### src/rtl/rf_pkg.sv
// Shared types for the RegFile writeback path.
package rf_pkg;

  localparam int unsigned XLEN = 32;
  localparam int unsigned AW   = 5;

  typedef struct packed {
    logic [AW-1:0]   rd;
    logic [XLEN-1:0] data;
  } wb_entry_t;

endpackage

### src/rtl/rf_wb_fifo.sv
// Writeback FIFO. Exposes every slot in age order (index 0 = head) plus a valid mask
// so the top can run its forwarding search without knowing the pointer layout.
module rf_wb_fifo
  import rf_pkg::*;
#(
  parameter int unsigned DEPTH = 4,
  localparam int unsigned PW   = $clog2(DEPTH)
) (
  input  logic                  clk,
  input  logic                  rst,
  input  logic                  push,
  input  wb_entry_t             push_entry,
  input  logic                  pop,
  output logic                  full,
  output logic                  empty,
  output logic [PW:0]           count,
  output wb_entry_t             head,
  output wb_entry_t [DEPTH-1:0] slots,
  output logic [DEPTH-1:0]      valid
);

  // Pointers carry one extra wrap bit to tell full from empty.
  logic [PW:0]           wr_q, rd_q;
  logic [PW-1:0]         wr_idx, rd_idx;
  wb_entry_t [DEPTH-1:0] mem_q;

  assign wr_idx = wr_q[PW-1:0];
  assign rd_idx = rd_q[PW-1:0];
  assign empty  = (wr_q == rd_q);
  assign full   = (wr_q[PW] != rd_q[PW]) && (wr_idx == rd_idx);
  assign count  = wr_q - rd_q;
  assign head   = mem_q[rd_idx];

  always_ff @(posedge clk) begin
    if (rst) begin
      wr_q <= '0;
      rd_q <= '0;
    end else begin
      if (push && !full) wr_q <= wr_q + 1'b1;
      if (pop && !empty) rd_q <= rd_q + 1'b1;
    end
  end

  always_ff @(posedge clk) begin
    if (push && !full) mem_q[wr_idx] <= push_entry;
  end

  always_comb begin
    logic [PW-1:0] idx;
    idx   = '0;
    slots = '0;
    valid = '0;
    for (int unsigned k = 0; k < DEPTH; k++) begin
      idx      = rd_idx + PW'(k);
      slots[k] = mem_q[idx];
      valid[k] = ((PW + 1)'(k) < count);
    end
  end

endmodule

### src/rtl/rf_wb_writer.sv
// RegFile write-side master: queues writeback results, drains one per cycle through the
// shared r strobe against decode reads, and forwards queued values to decode.
module rf_wb_writer
  import rf_pkg::*;
#(
  parameter int unsigned DEPTH     = 4,
  parameter int unsigned MAX_DEFER = 3,
  localparam int unsigned PW       = $clog2(DEPTH)
) (
  input  logic            clk,
  input  logic            rst,
  input  logic            wb_valid,
  input  logic [AW-1:0]   wb_rd,
  input  logic [XLEN-1:0] wb_data,
  output logic            wb_ready,
  input  logic            rd_req,
  output logic            rd_gnt,
  input  logic [AW-1:0]   q_rs1,
  input  logic [AW-1:0]   q_rs2,
  output logic            fwd1_hit,
  output logic [XLEN-1:0] fwd1_data,
  output logic            fwd2_hit,
  output logic [XLEN-1:0] fwd2_data,
  output logic            rf_r,
  output logic [AW-1:0]   rf_rd,
  output logic [XLEN-1:0] rf_din,
  output logic [PW:0]     pending
);

  localparam int unsigned DW = (MAX_DEFER > 0) ? $clog2(MAX_DEFER + 1) : 1;
  localparam logic [DW-1:0] MaxDefer = DW'(MAX_DEFER);

  logic                  full, empty, push, pop;
  wb_entry_t             push_entry, head;
  wb_entry_t [DEPTH-1:0] slots;
  logic [DEPTH-1:0]      valid;
  logic [DW-1:0]         defer_q, defer_d;

  // x0 completes the handshake but is dropped here.
  assign wb_ready   = !full;
  assign push       = wb_valid && !full && (wb_rd != '0);
  assign push_entry = '{rd: wb_rd, data: wb_data};

  rf_wb_fifo #(
    .DEPTH(DEPTH)
  ) u_fifo (
    .clk       (clk),
    .rst       (rst),
    .push      (push),
    .push_entry(push_entry),
    .pop       (pop),
    .full      (full),
    .empty     (empty),
    .count     (pending),
    .head      (head),
    .slots     (slots),
    .valid     (valid)
  );

  always_comb begin
    rd_gnt  = 1'b0;
    rf_r    = 1'b1;
    pop     = 1'b0;
    defer_d = defer_q;
    if (empty) begin
      rd_gnt = rd_req;
    end else if (!rd_req || defer_q >= MaxDefer) begin
      rf_r    = 1'b0;
      pop     = 1'b1;
      defer_d = '0;
    end else begin
      rd_gnt  = 1'b1;
      defer_d = defer_q + 1'b1;
    end
  end

  always_ff @(posedge clk) begin
    if (rst) defer_q <= '0;
    else     defer_q <= defer_d;
  end

  assign rf_rd  = rf_r ? '0 : head.rd;
  assign rf_din = rf_r ? '0 : head.data;

  // Later slots are younger, so the last match in the scan wins.
  always_comb begin
    fwd1_hit  = 1'b0;
    fwd1_data = '0;
    fwd2_hit  = 1'b0;
    fwd2_data = '0;
    for (int unsigned k = 0; k < DEPTH; k++) begin
      if (valid[k] && (q_rs1 != '0) && (slots[k].rd == q_rs1)) begin
        fwd1_hit  = 1'b1;
        fwd1_data = slots[k].data;
      end
      if (valid[k] && (q_rs2 != '0) && (slots[k].rd == q_rs2)) begin
        fwd2_hit  = 1'b1;
        fwd2_data = slots[k].data;
      end
    end
  end

endmodule

### config.mk
export PLATFORM = sky130hd
export DESIGN_NAME = rf_wb_writer
export DESIGN_NICKNAME = d
export VERILOG_FILES = /design/src/rtl/rf_pkg.sv /design/src/rtl/rf_wb_fifo.sv /design/src/rtl/rf_wb_writer.sv
export SDC_FILE = /design/constraint.sdc
export NUM_CORES = 1
export LEC_CHECK = 0
export ABC_AREA = 0
export BUFFER_PORTS_ARGS = -buffer_cell sky130_fd_sc_hd__buf_2
export CELL_PAD_IN_SITES_DETAIL_PLACEMENT = 1
export CELL_PAD_IN_SITES_GLOBAL_PLACEMENT = 2
export CORE_UTILIZATION = 44
export DETAILED_ROUTE_END_ITERATION = 10
export PLACE_DENSITY_LB_ADDON = 0.1
export SLEW_MARGIN = 20
export SYNTH_ARGS = -nofsm -noshare
export SYNTH_HDL_FRONTEND = slang
export SYNTH_SLANG_ARGS = --single-unit
### constraint.sdc
create_clock -name clk -period 8.7 [get_ports clk]
set_input_delay 1.305 -clock clk [delete_from_list [all_inputs] [get_ports clk]]
set_output_delay 1.305 -clock clk [all_outputs]
set_load 0.01 [all_outputs]
==> flow_metrics.py <==
metrics = {
    "global_routing": {
        "grt_max_degree": 66,
        "grt_pass1_vias": 9148,
        "overflow": 0,
        "grt_first_pass_wirelength_um": 52800,
        "antenna_found_initial": 3,
        "gr-usage-all-layers_pct": 26.4,
    },
    "worst_setup_path": {
        "critical_path.cell_chain": "buf_4 > mux4_2 > a211oi_1 > a21oi_1 > or3_1 > nand2b_2 > nand3_1 > a31oi_1 > buf_2",
        "critPathTopFamily": "simple AND/OR/NAND/NOR gates",
        "arrival_ns": 4.98,
        "cp-end-kind": "primary output",
        "path_buf_inv": 2,
        "critPathMaxFanout": 60,
        "worstSetupPathType": "flip-flop to primary output",
        "cp_data_required_time_ns": 7.39,
        "worst_path_largest_cell_delay_ns": 0.90,
        "start_kind": "flip-flop",
        "cpMaxStageDelayCell": "buf_4",
    },
    "detailed_routing": {
        "antenna_left": 0,
        "wire_per_inst_um": 26.5,
        "first_iter_violations": 687,
        "vias": 8693,
        "drt_wl_total_um": 35000,
        "drcViolationCount": 0,
        "drtPass1Iterations": 5,
        "via_per_inst": 6.59,
    },
    "yosys": {
        "syn_inst": 862,
        "synth_area_per_cell_um2": 13.5,
        "yosysMostFrequentCell": "edfxtp_1",
        "synth_common_cells": "148 x edfxtp_1, 140 x mux4_2, 63 x nand2_1",
        "synth_xor_area_share_pct": 3.35,
        "syn_area_um2": 11600,
        "yosys.area_share.simple_pct": 8.55,
        "syn_nets": 922,
        "synth_edf_count": 148,
        "muxShareOfSynthArea_pct": 34.9,
        "ys_seq_area_share_pct": 39.6,
        "synth_top_family_by_area": "multiplexers",
        "synth_async_sr_flop_share_pct": 0,
        "ys_ff_latch": 156,
        "synth_compound_area_share_pct": 7.93,
        "yosys-top-cells-area": "edfxtp_1 38%, mux4_2 27%, mux2i_1 3.0%",
        "yosysUniqueCellTypes": 56,
        "synthAdderAreaFrac_pct": 1.03,
        "ys_warn_count": 0,
        "synthDominantCellAreaShare_pct": 38.2,
        "yosys.area.top_type": "edfxtp_1",
        "ys.flop_type": "edfxtp_1",
    },
    "clock_tree": {
        "clkTransAtPathRegs_ns": 0.06,
        "cts.sinks": 156,
        "numCtsBuffers": 17,
        "postCtsSetupBuffers": 0,
        "clk_latency_ns": 0.44,
        "cts_tree": "built",
        "cts_root_buffer": "clkbuf_16",
        "hold_buffers": 0,
        "cts_resized": 0,
        "htree_levels": 4,
        "clock_path_buffers": 2,
    },
    "run": {
        "cap_viol_max_count": 0,
    },
    "sta": {
        "relSlewSlack_pct": 29.0,
        "setup_ws_ns": 2.42,
        "rsz0062_at_grt": "false",
        "skew_ns": 0.0208,
        "fin_crit_ns": 6.28,
        "fmax_mhz": 159,
        "setup_tns_ns": 0,
        "setup_viol": 0,
        "drv_slew": 0,
        "hold_viol": 0,
        "timing.final.crit_share_pct": 72.2,
        "tightest_slew_ns": 1.06,
    },
    "floorplanning": {
        "die_w_um": 165,
        "num_rows": 59,
        "core_area_um2": 26000,
        "dieArea_um2": 27100,
        "dieHeight_um": 165,
        "start_util_pct": 44.8,
        "pin_count": 160,
    },
    "placement": {
        "place_ws_ns": 2.88,
        "numPortBuffers": 159,
        "routabilityCongestion": 0.931,
        "dp_hpwl_um": 22100,
    },
    "finish": {
        "drive_above_1_share_pct": 37.6,
        "fillers": 2665,
        "fin_nets": 1030,
        "areaGrowthSynthToFinish_pct": 13.0,
    },
    "power_and_ir_drop": {
        "p_leak_nw": 4.43,
        "p_per_area_nw_per_um2": 233,
        "vdd_drop_max_uv": 181,
    },
    "min_path": {
        "hold_path.class": "flip-flop to flip-flop",
    },
    "status": {
        "outcome": "complete, no violations",
    },
}
==> power by group <==
| part | switching (W) | total (W) | internal (W) |
|---|---|---|---|
| clock network | 0.000317 | 0.000684 | 0.000368 |
| logic | 0.000743 | 0.00144 | 0.000692 |
| registers | 0.0000715 | 0.000943 | 0.000872 |
| total | 0.00113 | 0.00306 | 0.00193 |
==> final timing paths <==
kind	endpoint	slack (ns)	startpoint	cells after the start
hold reg to reg	defer_q[1]	0.56	defer_q[1]	2
setup / recovery	fwd1_data[30]	2.42	u_fifo.rd_q[0]	9
hold / removal	defer_q[1]	0.56	defer_q[1]	2
setup reg to reg	u_fifo.mem_q[142]	5.67	u_fifo.rd_q[0]	5
==> sequential cells by signal (all words and copies together) (netlist names) <==
name and cells:
u_fifo.rd_q 3, u_fifo.mem_q 148, defer_q 2, u_fifo.wr_q 3
==> final cells by class <==
cell class                      instances  area, um2  area share [%]
Sequential cell                       156       4610            35.1
Clock buffer                           17        425            3.24
Antenna cell                            2       5.00          0.0381
Timing Repair Buffer                  174        908            6.91
Clock inverter                         15        114           0.866
Multi-Input combinational cell        594       6560            49.9
Inverter                               27        101           0.771
Tap cell                              335        419            3.19
==> layer usage <==
| layer | share of wire (%) | GRT usage (%) | vias up |
|---|---|---|---|
| met5 | 0.054 | 0 | - |
| met4 | 2.6 | 10.1 | 4 |
| met3 | 5.9 | 4.75 | 77 |
| met2 | 50 | 44.2 | 320 |
| met1 | 41 | 34.2 | 4574 |
| li1 | - | - | 3718 |
==> per-stage QoR <==
step	hold slack, ns	power [W]	util (%)	cells	area (um2)
finish	0.559	0.00306	50.6	1320	13100
global route	0.606	0.00322	50.6	1319	13100
CTS	0.567	0.00309	50.6	1318	13100
detailed placement	0.554	0.00240	48.5	1286	12600
global placement	0.518	0.00235	48.5	1286	12600
floorplan	0.508	0.00205	-	862	11600
==> placed cells by master, fill, tap and decap left out, types with 12 or more instances in the layout <==
master,synthesis,routed
and2_1,39,38
mux4_2,140,140
mux2_1,26,26
inv_1,27,27
edfxtp_1,148,148
a31oi_1,29,29
nand3_1,33,33
o211ai_1,26,26
a221oi_1,12,12
mux2i_1,35,35
clkbuf_16,0,17
xnor2_1,32,32
nor2_1,41,37
buf_2,27,159
nand2_1,63,62
o22ai_1,13,13
buf_4,5,15
o21a_1,24,24
==> worst reg2reg max path: cells and delay by family (launching register included) <==
| kind | cells | cell delay (ns) |
|---|---|---|
| and+or+nand+nor | 2 | 0.44 |
| DFF | 1 | 0.78 |
| buffers and inverters | 1 | 0.57 |
| AOI/OAI and AO/OA | 1 | 0.41 |
| adders and majority gates | 1 | 0.44 |
==> kinds of logic (layout without fill, tap and decap cells) <==
family / count (synthesis) / count (layout)
multiplexers: 214 / 214
adder cells (fa/ha/maj): 9 / 9
buffers and inverters: 112 / 233
other: 0 / 2
AND/OR/NAND/NOR: 202 / 202
XOR/XNOR: 42 / 42
AO/OA/AOI/OAI: 127 / 127
flip-flops: 156 / 156
No activity file was read; power rests on OpenSTA's default activity.
